$ cat config.mk
export PLATFORM = sky130hd
export DESIGN_NAME = dot_accumulator
export DESIGN_NICKNAME = d
export VERILOG_FILES = /design/src/rtl/mm_pkg.sv /design/src/rtl/dot_accumulator.sv
export SDC_FILE = /design/constraint.sdc
export NUM_CORES = 1
export LEC_CHECK = 0
export CAP_MARGIN = 5
export CELL_PAD_IN_SITES_DETAIL_PLACEMENT = 1
export CELL_PAD_IN_SITES_GLOBAL_PLACEMENT = 1
export CORE_MARGIN = 8
export CORE_UTILIZATION = 39
export DETAILED_ROUTE_END_ITERATION = 8
export PLACE_DENSITY = 0.87
export SYNTH_ARGS = -nofsm -noshare
export SYNTH_HDL_FRONTEND = slang
export SYNTH_SLANG_ARGS = --single-unit
$ cat constraint.sdc
create_clock -name Clock -period 4.26 [get_ports Clock]
set_input_delay 0.852 -clock Clock [delete_from_list [all_inputs] [get_ports Clock]]
set_output_delay 0.852 -clock Clock [all_outputs]
set_load 0.03 [all_outputs]
$ cat src/rtl/mm_pkg.sv
// Width helpers shared across the matrix-multiply engine so stage widths agree.
package mm_pkg;

  // Accumulator width able to hold terms * (2^in_w - 1) without overflow.
  function automatic int unsigned acc_width(input int unsigned in_w, input int unsigned terms);
    return in_w + $clog2(terms);
  endfunction

  // Counter width able to represent 0..terms inclusive.
  function automatic int unsigned cnt_width(input int unsigned terms);
    return $clog2(terms + 1);
  endfunction

endpackage

$ cat src/rtl/dot_accumulator.sv
// Accumulates a stream of unsigned partial sums into one dot-product result per vector.
module dot_accumulator
  import mm_pkg::*;
#(
  parameter int unsigned IN_WIDTH  = 11,
  parameter int unsigned MAX_TERMS = 16
) (
  input  logic                                  Clock,
  input  logic                                  Reset_n,
  input  logic                                  in_valid,
  output logic                                  in_ready,
  input  logic [IN_WIDTH-1:0]                   in_data,
  input  logic                                  in_last,
  output logic                                  out_valid,
  input  logic                                  out_ready,
  output logic [acc_width(IN_WIDTH, MAX_TERMS)-1:0] out_data,
  output logic [cnt_width(MAX_TERMS)-1:0]       out_count,
  output logic                                  err_overrun
);

  localparam int unsigned ACC_WIDTH = acc_width(IN_WIDTH, MAX_TERMS);
  localparam int unsigned CNT_WIDTH = cnt_width(MAX_TERMS);

  logic [ACC_WIDTH-1:0] acc_q, acc_d;
  logic [CNT_WIDTH-1:0] cnt_q, cnt_d;
  logic [ACC_WIDTH-1:0] out_data_q, out_data_d;
  logic [CNT_WIDTH-1:0] out_count_q, out_count_d;
  logic                 out_valid_q, out_valid_d;
  logic                 err_q, err_d;

  logic                 accept;
  logic                 closing;
  logic [ACC_WIDTH-1:0] acc_base;
  logic [ACC_WIDTH-1:0] sum;
  logic [CNT_WIDTH-1:0] cnt_inc;

  // Result register frees up when empty or being drained this cycle.
  assign in_ready = ~out_valid_q | out_ready;

  // Next-state for the accumulator, output and error register groups.
  always_comb begin
    acc_d       = acc_q;
    cnt_d       = cnt_q;
    out_data_d  = out_data_q;
    out_count_d = out_count_q;
    out_valid_d = out_valid_q;
    err_d       = err_q;

    accept   = in_valid & in_ready;
    closing  = in_last | (cnt_q == CNT_WIDTH'(MAX_TERMS - 1));
    acc_base = (cnt_q == '0) ? '0 : acc_q;
    sum      = acc_base + ACC_WIDTH'(in_data);
    cnt_inc  = cnt_q + CNT_WIDTH'(1);

    if (out_valid_q && out_ready) begin
      out_valid_d = 1'b0;
    end

    if (accept) begin
      if (closing) begin
        out_data_d  = sum;
        out_count_d = cnt_inc;
        out_valid_d = 1'b1;
        acc_d       = '0;
        cnt_d       = '0;
        if (!in_last) begin
          err_d = 1'b1;
        end
      end else begin
        acc_d = sum;
        cnt_d = cnt_inc;
      end
    end
  end

  // State registers with synchronous active-low reset.
  always_ff @(posedge Clock) begin
    if (!Reset_n) begin
      acc_q       <= '0;
      cnt_q       <= '0;
      out_data_q  <= '0;
      out_count_q <= '0;
      out_valid_q <= 1'b0;
      err_q       <= 1'b0;
    end else begin
      acc_q       <= acc_d;
      cnt_q       <= cnt_d;
      out_data_q  <= out_data_d;
      out_count_q <= out_count_d;
      out_valid_q <= out_valid_d;
      err_q       <= err_d;
    end
  end

  assign out_valid   = out_valid_q;
  assign out_data    = out_data_q;
  assign out_count   = out_count_q;
  assign err_overrun = err_q;

endmodule

Yosys cells after proc, flatten, opt, wreduce, memory -nomap -nowiden --
Index checks and enable logic that the tools add are counted.
Storage, ports and cells: flip-flop bits (word level) 42, input bits 16, output and inout bits 23
Operators by class: add/subtract/negate cells 2, equal/unequal tests 1, muxes and demuxes 6, bitwise operators 5, reduce and logical (&&, ||, !) cells 4
Operators with widths (count):
- $mux W15 | 2
- $add A15 B11 Y15 | 1
- $add A5 B1 Y5 const B | 1
- $eq A5 B4 Y1 const B | 1
- $logic_not A5 Y1 | 1
- $mux W5 | 1
- $mux W1 | 3
- $reduce_and A3 Y1 | 1
- $not A1 Y1 | 2
- $or A1 B1 Y1 | 2
- $reduce_and A2 Y1 | 1
- $and A1 B1 Y1 | 1
- $logic_and A1 B1 Y1 | 1

Longest topological paths before layout --
word-level depth 4, depth in mapped cells 14, mapped depth without buffers 12

Worst setup path after synthesis --
OpenSTA, ideal clock, no wires.
path type reg-to-reg, start point register cnt_q[0], end point register out_data_q[12] (netlist: out_data[12]), arrival 3170 ps, required time 4126 ps, setup slack 956 ps, stages on the path, launching flop included 15, clock period less this slack 3304 ps, cell sequence dfxtp_1 inv_1 ha_1 or4b_4 buf_6 clkbuf_1 and2_1 ha_1 fa_1 a21o_1 a221oi_2 o21ai_1 mux2i_1 nor3b_1 o31ai_2
Between the ends: cells in the longest elaborated chain, start to end 3
Ends and longest elaborated chain:
- start, declared | line dot_accumulator.sv:25 | logic [CNT_WIDTH-1:0] cnt_q, cnt_d;
- start signal, assigned | line dot_accumulator.sv:87 | cnt_q <= cnt_d;
- $logic_not A5 Y1 / $eq A5 B4 Y1 (equally long branches) | line dot_accumulator.sv:51, dot_accumulator.sv:50
- $mux W15 / $or A1 B1 Y1 (equally long branches) | line dot_accumulator.sv:51, dot_accumulator.sv:50
- $add A15 B11 Y15 / $reduce_and A2 Y1 (equally long branches)
- end signal, assigned | line dot_accumulator.sv:88 | out_data_q <= out_data_d;
- end, declared | line dot_accumulator.sv:26 | logic [ACC_WIDTH-1:0] out_data_q, out_data_d;
Parallel ways exist; a longest one is shown, timed or not. A chain may end at the register's enable or synchronous reset.

Final worst setup path --
Same ends and word-level chain as after synthesis.

==> qor.yml <==
route:
  via_per_inst: 5.38
  drtIter0Drc: 80
  dr.pass1.iters: 4
  num_vias: 2118
  drc: 0
  wl_um: 6260
  ant_nets: 0
  wire_per_inst_um: 15.9
die:
  dieHeight_um: 93.4
  io_pins: 39
  dieArea_um2: 8730
  start_util_pct: 39.9
  rows: 28
  core_area_um2: 5850
  die_x_um: 93.4
timing:
  worst_pin_slew_ns: 0.676
  setup_tns_ns: 0
  max_freq_ghz: 0.290
  relSlewSlack_pct: 54.8
  finalMaxSlewViolations: 0
  period_needed_ns: 3.45
  period_share_pct: 81.0
  rsz0062_at_grt: "no"
  hold_viol: 0
  setup_violations: 0
  finClkSkew_ns: 0.00923
synth:
  syn_nets: 315
  syn_area_per_cell_um2: 8.23
  synth_warnings: 0
  synth_cells: 284
  synth-adder-area-share_pct: 8.35
  seq_area_frac_synth_pct: 36.0
  synth-simple-area-share_pct: 26.4
  synth_compound_area_share_pct: 20.1
  netlist_area_um2: 2340
  synthMuxAreaShare_pct: 0.428
  synth_top_family_by_area: "simple AND/OR/NAND/NOR gates"
  synthXorXnorAreaFrac_pct: 4.50
  ys_ff_latch: 42
  ys_types: 49
placed_design:
  dp_hpwl_um: 4760
  gp_congestion: 0.808
  placedInstanceArea_um2: 2760
  port_buffers: 38
clock_tree:
  clockBufferDepth: 2
  clockRootBuffer: "clkbuf_8"
  cts_resized: 0
  post_cts_buffers: 0
  clkSinkCount: 42
  clk_latency_ns: 0.30
  cts.clk_slew.worst_paths_ns: 0.08
  numCtsBuffers: 5
  hold_buffers: 0
  h-tree-depth: 2
  cts_tree: "built"
global_route:
  antenna_found_initial: 0
  grt_max_degree: 29
  grt_pass1_vias: 2149
  grt_pass1_wl_um: 10200
  grt-ovfl-total: 0
  track_usage_pct: 14.6
flow_run:
  cap_viol_max_count: 0
layout:
  nFillCells: 706
  regArea_um2: 841
  design_area_um2: 2870
  final_nets: 349
  drive_above_1_share_pct: 7.21
  syn2layout_area_growth_pct: 22.7
  multi_input_comb_area_um2: 1400
  antennaDiodeCount: 0
min_path:
  hp-start: "acc_q[0]"
  hold_path_depth: 2
  holdCritPathClass: "reg -> reg"
setup_path:
  r2r_start: "cnt_q[0]"
  cp-start-kind: "flip-flop"
  arrival_ns: 3.62
  critPathKind: "reg -> reg"
  rr_worst_depth: 12
  crit_fanout: 16
  critical_path_required_ns: 4.43
  cp-startpoint: "cnt_q[0]"
  critPathCaptureType: "flip-flop"
power_and_ir_drop:
  ir_drop_uv: 190
  leakage_nw: 1.11
  p_per_area_nw_per_um2: 307
outcome:
  status: "complete, no violations"
## cells by family (layout without fill, tap and decap cells)
family          after synthesis  after routing
fa+ha+maj                    15             15
buf+inv                      21             56
flops                        42             42
mux                           1              1
compound gates               72             72
simple gates                121            121
xor+xnor                     12             12
## cell type report
type                            instances  area share, %
Clock buffer                            7           2.66
Timing Repair Buffer                   41           14.0
Inverter                                7          0.916
Tap cell                               75           3.27
Multi-Input combinational cell        221           48.7
Sequential cell                        42           29.3
Clock inverter                          1           1.05
## power breakdown
part	switching [W]	internal [W]	total, W
clock network	0.000138	0.000176	0.000314
logic	0.0000896	0.0000596	0.000149
registers	0.00000791	0.000408	0.000416
## layer usage
metal	wire length, µm	vias up	part of all wire (%)	global-route usage, %
li1	-	1059	-	-
met2	3010	38	48	25.5
met4	138	0	2.2	5.64
met5	0	-	0	0
met3	251	11	4.0	2.96
met1	2860	1010	46	17.1
## metrics by stage
stage | util (%) | cells | total power, W | setup slack, ns | hold slack [ns]
2_1_floorplan | - | 284 | 0.000519 | 0.956 | 0.417
3_3_place_gp | 47.2 | 386 | 0.000572 | 0.934 | 0.434
3_5_place_dp | 47.2 | 386 | 0.000575 | 0.815 | 0.440
4_1_cts | 49.0 | 394 | 0.000892 | 0.796 | 0.455
5_1_grt | 49.0 | 394 | 0.000920 | 0.547 | 0.476
6_report | 49.0 | 394 | 0.000879 | 0.808 | 0.453
## Yosys cell counts, drive strengths merged
| library cell | number | share of area (%) |
|---|---|---|
| and2 | 13 | 3.5 |
| a22o | 1 | 0.37 |
| nand4 | 4 | 1.1 |
| nor2 | 30 | 5.1 |
| nand3b | 1 | 0.32 |
| nor3b | 2 | 0.64 |
| nand2b | 1 | 0.27 |
| or2 | 1 | 0.27 |
| o41a | 1 | 0.48 |
| a221oi | 1 | 0.64 |
| ha | 14 | 7.5 |
| nor3 | 4 | 1.1 |
| a22oi | 3 | 0.96 |
| a41o | 1 | 0.43 |
| or3 | 1 | 0.48 |
| nand3 | 13 | 3.3 |
| or4b | 1 | 0.59 |
| and3 | 5 | 1.3 |
| nand2 | 40 | 6.7 |
| a21o | 4 | 1.3 |
| a21oi | 26 | 6.0 |
| o31ai | 4 | 1.5 |
| o21a | 3 | 0.96 |
| xor2 | 2 | 0.75 |
| clkbuf | 8 | 1.3 |
| fa | 1 | 0.86 |
| o21bai | 1 | 0.32 |
| a31oi | 2 | 0.54 |
| dfxtp | 42 | 36 |
| or4 | 2 | 0.80 |
| nor2b | 2 | 0.54 |
| buf | 6 | 1.8 |
| o21ai | 20 | 4.9 |
| nor4b | 1 | 0.37 |
| inv | 7 | 1.1 |
| a211oi | 5 | 1.6 |
| xnor2 | 10 | 3.7 |
| mux2i | 1 | 0.43 |
## worst max-delay path: stages (launching register included)
cell      delay (ns)
dfxtp_1         0.35
inv_1           0.10
ha_1            0.17
or4b_4          0.60
and2_1          0.21
ha_1            0.20
fa_1            0.40
a21o_1          0.22
a221oi_2        0.33
o21ai_1         0.16
mux2i_1         0.15
nor3b_1         0.33
o31ai_2         0.11
## sequential cells by signal, summed over array words and instances, names as in the netlist
register	cells
out_count	5
acc_q	15
out_data	15
err_overrun	1
out_valid	1
cnt_q	5
## final timing paths
check | slack, ns | to
max reg2reg | 0.81 | out_data[12]
min reg2reg | 0.45 | acc_q[0]
min | 0.45 | acc_q[0]
max | 0.81 | out_data[12]
## layout by cell type, fill, tap and decap left out, types with 5 or more instances in the layout
cell and instances:
inv_1 7, nor2_1 29, clkbuf_8 5, nand2_1 39
xnor2_1 10, ha_1 14, nand3_1 12, clkdlybuf4s50_1 38
and3_1 5, a211oi_1 5, dfxtp_1 42, and2_1 13
o21ai_0 15, a21oi_1 23
(Power assumes the default switching activity.)
==> RTL change: new RTL, same flow settings <==
`IN_WIDTH`: 11 -> 12.
--- a/src/rtl/dot_accumulator.sv
+++ b/src/rtl/dot_accumulator.sv
@@ -4,3 +4,3 @@
 #(
-  parameter int unsigned IN_WIDTH  = 11,
+  parameter int unsigned IN_WIDTH  = 12,
   parameter int unsigned MAX_TERMS = 16
Interface: changed (resized in_data and out_data); port bits go from 39 to 41. No check against the original RTL was run, so the function may have changed too.
==> RTL change against the unedited design <==
Area after synthesis rose by 2.5%. Maximum frequency rose by 1.3%. Count of clock-buffer cells in the layout did not move. Power fell by 0.40%. Hold slack improved by 5.9 ps. Setup slack improved by 46 ps. Die area rose by 2.0%. Via count rose by 5.0%. Sequential cell count rose by 2. Core utilization rose by 0.60 points. Wire length rose by 9.2%. Final area rose by 2.4%. Critical path depth did not move. Critical endpoint is now acc_q[12]. Largest cell class unchanged. Highest routed layer unchanged.
==> RTL change: results (changes against the unedited design) <==
set qor(endpoint_worst_hold) {acc_q[9]} ;# was acc_q[0]
set qor(sw_frac_of_total_pct) 28.9 ;# was 26.8%
set qor(leakage_nw) 1.12 ;# was 1.11 nW
set qor(routed_wl_um) 6830 ;# was 6260 µm
set qor(m1WireLength_um) 2910 ;# was 2860 µm
set qor(run_status) {complete, no violations} ;# unchanged
set qor(clock-skew-final_ps) 3.80 ;# was 9.23 ps
set qor(hpwlAfterDp_um) 5210 ;# was 4760 µm
set qor(multiInputCombCellCount) 228 ;# was 221
set qor(non_clock_buffer_area_share_pct) 14.7 ;# was 14.0%
set qor(fillers) 718 ;# was 706
set qor(final_estimated_routing_congestion_in_global_placement) 0.844 ;# was 0.808
set qor(design.final.nets) 362 ;# was 349
set qor(yosys-mux-area-fraction_pct) 0 ;# was 0.428%
set qor(irDropWorstVdd_mv) 0.205 ;# was 0.190 mV
set qor(synth_instances) 293 ;# was 284
set qor(multi_input_area_share_pct) 48.2 ;# was 48.7%
set qor(placement.cell_area_um2) 2840 ;# was 2760 µm²
set qor(placement.setup.worst_slack_ps) 898 ;# was 815 ps
set qor(synth_compound_area_share_pct) 20.5 ;# was 20.1%
set qor(seq_area_frac_synth_pct) 36.8 ;# was 36.0%
set qor(mappedNetlistNets) 326 ;# was 315
set qor(drt_iter0_markers) 64 ;# was 80
set qor(synth.cells.most_frequent) {44 x dfxtp_1, 44 x nand2_1, 31 x a21oi_1} ;# was 42 x dfxtp_1, 39 x nand2_1, 29 x nor2_1
set qor(clock_area_share_pct) 3.19 ;# was 3.71%
set qor(grt_max_degree) 31 ;# was 29
set qor(synth_xor_xnor_area_share_pct) 5.49 ;# was 4.50%
set qor(globalRouteMet3Util_pct) 3.33 ;# was 2.96%
set qor(r2r_setup_slack_ps) 850 ;# was 810 ps
set qor(crit_arrival_ps) 3580 ;# was 3620 ps
set qor(detailroute.wirelength.met3_um) 231 ;# was 251 µm
set qor(synth.top_cells.by_area) {dfxtp_1 37%, ha_1 7.8%, nand2_1 6.9%} ;# was dfxtp_1 36%, ha_1 7.5%, nand2_1 6.3%
set qor(drive_above_1_share_pct) 7.27 ;# was 7.21%
set qor(clk-power_uw) 282 ;# was 314 µW
set qor(crit-reg2reg-capture) {acc_q[12]} ;# was out_data[12]
## RTL change: changes by cell type after synthesis, moves of 3 or more
cell / before / now
a21oi_2: 3 / 0
a21oi_1: 23 / 31
and3_1: 5 / 1
o21ai_1: 3 / 0
nand2_1: 39 / 44
nor2_1: 29 / 26
o31ai_1: 3 / 0
xor2_1: 2 / 7
o21ai_0: 15 / 20
## RTL change: worst max-delay path by stage
stage,startpoint,end,slack (ps),cells past startpoint
2_1_floorplan,cnt_q[0],out_data[12],1050,14
3_3_place_gp,cnt_q[0],out_data[12],1000,12
3_5_place_dp,cnt_q[0],out_data[12],900,12
4_1_cts,cnt_q[0],out_data[12],860,12
5_1_grt,cnt_q[0],out_data[12],630,12
6_report,cnt_q[0],acc_q[12],850,12
## RTL change: worst min-delay path: cells and delay by family, from the launching register on
family	cells	cell delay, ps
DFF	1	330
and+or+nand+nor	1	40
AOI/OAI and AO/OA	1	60
